$ cat config.mk
export PLATFORM = sky130hd
export DESIGN_NAME = muldiv_unit
export DESIGN_NICKNAME = d
export VERILOG_FILES = /design/src/rtl/muldiv_unit_pkg.sv /design/src/rtl/muldiv_unit_sign_fix.sv /design/src/rtl/muldiv_unit.sv
export SDC_FILE = /design/constraint.sdc
export NUM_CORES = 1
export LEC_CHECK = 0
export ABC_CLOCK_PERIOD_IN_PS = 10000
export CAP_MARGIN = 15
export CORE_ASPECT_RATIO = 0.7
export CORE_MARGIN = 1
export CORE_UTILIZATION = 31
export CTS_BUF_LIST = sky130_fd_sc_hd__clkbuf_16
export CTS_CLUSTER_DIAMETER = 50
export DETAILED_ROUTE_END_ITERATION = 10
export PLACE_DENSITY = 0.47
export SYNTH_ARGS = -nofsm -noshare
export SYNTH_HDL_FRONTEND = slang
export SYNTH_SLANG_ARGS = --single-unit
$ cat constraint.sdc
create_clock -name clk -period 10 [get_ports clk]
set_input_delay 1.5 -clock clk [delete_from_list [all_inputs] [get_ports clk]]
set_output_delay 1.5 -clock clk [all_outputs]
set_load 0.1 [all_outputs]
$ cat src/rtl/muldiv_unit_pkg.sv
// muldiv_unit_pkg: funct3 opcodes, FSM state encodings and operand-sign helpers.
package muldiv_unit_pkg;
    typedef enum logic [2:0] {
        F3_MUL, F3_MULH, F3_MULHSU, F3_MULHU, F3_DIV, F3_DIVU, F3_REM, F3_REMU
    } f3_e;
    typedef enum logic [1:0] {MD_IDLE, MD_CALC, MD_FIX, MD_DONE} md_state_e;
    function automatic int MD_CNT_W(input int xlen);
        return $clog2(xlen) + 1;
    endfunction
    function automatic logic rs1_signed(input logic [2:0] op);
        return !(op == F3_MULHU || op == F3_DIVU || op == F3_REMU);
    endfunction
    function automatic logic rs2_signed(input logic [2:0] op);
        return op == F3_MUL || op == F3_MULH || op == F3_DIV || op == F3_REM;
    endfunction
endpackage

$ cat src/rtl/muldiv_unit_sign_fix.sv
// muldiv_sign_fix: operand magnitudes at accept and conditional two's-complement of the raw result.
module muldiv_sign_fix
    import muldiv_unit_pkg::*;
#(
    parameter int XLEN = 32
) (
    input  logic [2:0]        op,
    input  logic [XLEN-1:0]   rs1,
    input  logic [XLEN-1:0]   rs2,
    output logic [XLEN-1:0]   mag1,
    output logic [XLEN-1:0]   mag2,
    output logic              neg1,
    output logic              neg2,
    input  logic [2*XLEN-1:0] raw,
    input  logic              neg,
    output logic [2*XLEN-1:0] fixed
);
    always_comb begin
        neg1  = rs1_signed(op) & rs1[XLEN-1];
        neg2  = rs2_signed(op) & rs2[XLEN-1];
        mag1  = neg1 ? '0 - rs1 : rs1;
        mag2  = neg2 ? '0 - rs2 : rs2;
        fixed = neg ? '0 - raw : raw;
    end
endmodule

$ cat src/rtl/muldiv_unit.sv
// muldiv_unit: iterative shift-add multiply / restoring divide for RV32M/RV64M.
// Define MULDIV_FAST_MUL_EN to compute multiplies with a single-cycle multiplier in FIX.
module muldiv_unit
    import muldiv_unit_pkg::*;
#(
    parameter int XLEN  = 32,
    parameter int CNT_W = MD_CNT_W(XLEN)
) (
    input  logic            clk,
    input  logic            rst,
    input  logic            valid_i,
    input  logic [2:0]      F3,
    input  logic [XLEN-1:0] rs1_i,
    input  logic [XLEN-1:0] rs2_i,
    input  logic            flush_i,
    output logic            ready_o,
    output logic            busy_o,
    output logic            done_o,
    output logic [XLEN-1:0] result_o
);
    md_state_e state, next;
    f3_e op_q;
    logic [XLEN-1:0] a_q, b_q, spec_q, mag1, mag2, spec_val, final_res;
    logic [2*XLEN-1:0] acc, acc_nxt, prod, raw, fixed;
    logic [XLEN:0] sum, diff;
    logic [CNT_W-1:0] cnt;
    logic neg1, neg2, s1_q, s2_q, spec_flag, accept, div0, ovf, special, fast, neg;

    muldiv_sign_fix #(.XLEN(XLEN)) u_sign_fix (
        .op    (F3),
        .rs1   (rs1_i),
        .rs2   (rs2_i),
        .mag1  (mag1),
        .mag2  (mag2),
        .neg1  (neg1),
        .neg2  (neg2),
        .raw   (raw),
        .neg   (neg),
        .fixed (fixed)
    );

`ifdef MULDIV_FAST_MUL_EN
    assign fast = ~F3[2];
    assign prod = (2*XLEN)'(a_q) * (2*XLEN)'(b_q);
`else
    assign fast = 1'b0;
    assign prod = acc;
`endif

    always_comb begin
        accept   = valid_i & ~flush_i & (state == MD_IDLE);
        div0     = F3[2] & (rs2_i == '0);
        ovf      = (F3 == F3_DIV || F3 == F3_REM) & (rs1_i == {1'b1, {(XLEN-1){1'b0}}}) & (&rs2_i);
        special  = div0 | ovf;
        spec_val = div0 ? (F3[1] ? rs1_i : '1) : (F3[1] ? '0 : rs1_i);
        sum      = {1'b0, acc[2*XLEN-1:XLEN]} + (acc[0] ? {1'b0, a_q} : '0);
        diff     = acc[2*XLEN-1:XLEN-1] - {1'b0, b_q};
        // Divide: a negative trial difference restores, i.e. just shifts in a 0 quotient bit.
        acc_nxt  = op_q[2] ? (diff[XLEN] ? {acc[2*XLEN-2:0], 1'b0} : {diff[XLEN-1:0], acc[XLEN-2:0], 1'b1})
                           : {sum, acc[XLEN-1:1]};
        raw      = op_q[2] ? {{XLEN{1'b0}}, op_q[1] ? acc[2*XLEN-1:XLEN] : acc[XLEN-1:0]} : prod;
        neg      = (op_q[2] & op_q[1]) ? s1_q : s1_q ^ s2_q;
        final_res = spec_flag ? spec_q
                  : (op_q == F3_MUL || op_q[2]) ? fixed[XLEN-1:0] : fixed[2*XLEN-1:XLEN];
    end

    always_ff @(posedge clk) begin
        if (rst) state <= MD_IDLE;
        else     state <= next;
    end

    always_comb begin
        next = flush_i ? MD_IDLE
             : state == MD_IDLE ? (valid_i ? ((special | fast) ? MD_FIX : MD_CALC) : MD_IDLE)
             : state == MD_CALC ? (cnt == CNT_W'(1) ? MD_FIX : MD_CALC)
             : state == MD_FIX  ? MD_DONE : MD_IDLE;
    end

    always_comb begin
        ready_o = state == MD_IDLE;
        busy_o  = ~ready_o;
        done_o  = state == MD_DONE;
    end

    always_ff @(posedge clk) begin
        if (rst) begin
            op_q      <= F3_MUL;
            a_q       <= '0;
            b_q       <= '0;
            s1_q      <= 1'b0;
            s2_q      <= 1'b0;
            spec_flag <= 1'b0;
            spec_q    <= '0;
            cnt       <= '0;
            acc       <= '0;
            result_o  <= '0;
        end else if (accept) begin
            op_q      <= f3_e'(F3);
            a_q       <= mag1;
            b_q       <= mag2;
            s1_q      <= neg1;
            s2_q      <= neg2;
            spec_flag <= special;
            spec_q    <= spec_val;
            cnt       <= CNT_W'(XLEN);
            acc       <= {{XLEN{1'b0}}, F3[2] ? mag1 : mag2};
        end else if (state == MD_CALC) begin
            cnt <= cnt - CNT_W'(1);
            acc <= acc_nxt;
        end else if (state == MD_FIX && !flush_i) begin
            result_o <= final_res;
        end
    end
endmodule

==> results.ini <==
[synth]
synth_nets=2531
synth_seq_cells=206
synthFlopType=dfxtp_1
ys_warn_count=0
seq_area_frac_synth_pct=23.45
syn_inst=2388
synthTopCellsByArea=dfxtp_1 23%, a21oi_1 6.5%, a211oi_1 6.2%
synth_edf_count=0
syn_area_sq_um=17580
synth_area_leader_cell=dfxtp_1
synth_cell_types=97
synth_top_area_share_pct=23.45
async_reset_ff_share_pct=0
synth.avg_cell_area_sq_um=7.364

[setup_path]
cp-end-kind=register
critPathSlowestCell=nor4bb_1
path_depth=10
worst-endpoint-required_ns=10.39
startpoint_type=register
crit_type=reg -> reg
cp-startpoint=op_q[2]
cp_common_cell=buf_4
cp_top_family=compound AO/OA/AOI/OAI gates
rr_startpoint=op_q[2]
arrival_ns=5.66
cp_num_buf_inv=2
crit_path_end=result_o[21]
r2r_cells=10
reg2reg_to=result_o[21]
cp_cell_sequence=buf_4, buf_4, and4bb_2, o2bb2ai_1, nor4bb_1, nand4b_1, a21boi_0, o22ai_1, o21ai_0, a211oi_1
critPathMaxStageDelay_ns=1.10
worst-path-max-fanout=49
r2r_slack_ns=4.73

[sta]
worst_pin_slew_ns=1.301
finalHoldViolations=0
fin_tns_setup_ns=0
rsz0062_at_grt=false
skew_ns=0.03584
setup_viol=0
finalCritPeriodShare_pct=52.73
fin_crit_ns=5.273
slew_violations=0
max_freq_mhz=189.7
setup_ws_ns=4.727
relSlewSlack_pct=12.06

[drt]
wl_per_cell_microns=26.64
via_count=18958
vias_per_cell=6.007
drtIter0Drc=2302
remaining_drc_errors=0
wirelength_mm=84.08
ant_nets=0
firstDrtPassIters=6

[cts]
clock_sinks=206
cts_root_buf=clkbuf_16
postCtsResizedCells=0
holdBufCountCts=0
post_cts_buffers=0
insertion_delay_ns=0.55
cts_buffers=34
ctsHtreeMaxLevel=2
cts_tree=done
cts.reportedPaths.clkPinSlew_ns=0.06
clk_path_buf_depth=3

[pwr]
swShare_pct=37.80
p_per_area_nw_per_um2=146.8
p_sw_uw=1128
fin_total_pwr_uw=2983
p_leak_uw=0.007533
clock_power_share_pct=39.6
seqPwrFrac_pct=31.9
internal_power_uw=1856
p_comb_share_pct=28.5
ir_drop_mv=0.1048

[worst_hold_path]
min_path_cells=2
hold_class=reg -> reg

[global_route]
grt_pass1_vias=17549
grt_overflow_total=0
grt_max_degree=146
grt_first_pass_wirelength_mm=122.0
grt_util_all_layers_pct=28.47
antenna_found_initial=5

[die]
die-area_sq_um=57700
num_rows=72
core_region_area_sq_um=55670
ios=106
die_w_microns=286.7
die_h_microns=201.3
start_util_pct=31.58

[outcome]
outcome=complete, no violations

[finish]
layout_commonest_cell=nor2_1
drive_above_1_share_pct=6.918
final_nets=2533
final_core_util_pct=36.51
syn2layout_area_growth_pct=15.60
final_cell_mix=258 x nor2_1, 227 x a21oi_1, 204 x dfxtp_1, 179 x o21ai_0, 161 x nand2_1
final_cells=3156

[placement]
gp_congestion=0.9400
dp_hpwl_mm=64.28
preCtsSetupSlack_ns=4.984
dp.cells=3094
placement.io_buffers=105

[flow_run]
max_cap_violations=0

==> final cells by class <==
cell class,count,area [sq um]
clock inverters,26,254.0
clock buffers,34,850.8
inverters,71,266.5
fillers,5874,35350
well taps,740,925.9
diodes,2,5.005
multi-input cells,1919,12440
repair buffers,158,1458
flip-flops and latches,206,4129
==> worst min-delay path by stage <==
stage	from	to	slack, ns
floorplan	a_q[0]	a_q[0]	0.43
global placement	result_o[17]	result_o[17]	0.45
detailed placement	result_o[17]	result_o[17]	0.45
CTS	result_o[17]	result_o[17]	0.47
global route	result_o[7]	result_o[7]	0.49
finish	result_o[17]	result_o[17]	0.46
==> layer usage <==
| metal | share of wire [%] | vias to the layer above | GRT usage, % |
|---|---|---|---|
| met1 | 50 | 9211 | 44.91 |
| met3 | 10 | 100 | 8.005 |
| met4 | 2.0 | 2 | 6.245 |
| li1 | - | 8792 | - |
| met2 | 37 | 853 | 36.65 |
| met5 | 0.015 | - | 0 |
==> through the flow <==
step	hold slack [ns]	area, sq um
2_1_floorplan	0.4317	17580
3_3_place_gp	0.4451	19220
3_5_place_dp	0.4517	19220
4_1_cts	0.4689	20320
5_1_grt	0.4892	20320
6_report	0.4599	20330
==> state kept, by name, indices dropped and copies added (netlist names) <==
name	cells
a_q	32
acc	64
b_q	32
cnt	6
op_q	3
result_o	32
s1_q	1
s2_q	1
spec_flag	1
spec_q	32
state	2
==> worst reg2reg max path, cell delays in order, from the launching register on <==
cell,delay (ns)
dfxtp_4,0.84
buf_4,0.58
buf_4,0.49
and4bb_2,0.32
o2bb2ai_1,0.15
nor4bb_1,1.10
nand4b_1,0.16
a21boi_0,0.68
o22ai_1,0.17
o21ai_0,0.46
a211oi_1,0.16
==> logic make-up after synthesis <==
logic type / share of synthesized area, %
adders and majority gates: 5.208
muxes: 4.227
buffers and inverters: 6.112
DFF: 23.45
and+or+nand+nor: 21.68
AOI/OAI and AO/OA: 31.15
xor gates and xnor gates: 8.168
==> power groups by stage <==
stage | logic, uW | clock network (uW) | registers (uW)
floorplan | 551 | 0 | 914
global placement | 829 | 0 | 962
detailed placement | 827 | 0 | 963
CTS | 832 | 1190 | 945
global route | 911 | 1240 | 953
finish | 851 | 1180 | 952
==> cell usage after synthesis (26+ instances only) <==
| cell | instances |
|---|---|
| nor2_1 | 259 |
| a21oi_1 | 227 |
| dfxtp_1 | 206 |
| o21ai_0 | 180 |
| nand2_1 | 161 |
| clkbuf_1 | 154 |
| a211oi_1 | 146 |
| xnor2_1 | 97 |
| inv_1 | 71 |
| ha_1 | 70 |
| nor3_1 | 68 |
| xor2_1 | 67 |
| mux2i_1 | 63 |
| and2_1 | 47 |
| o211ai_1 | 44 |
| nand3_1 | 42 |
| a21o_1 | 38 |
| a31oi_1 | 35 |
| nand4_1 | 26 |
Power figures use the tool's default switching activity.
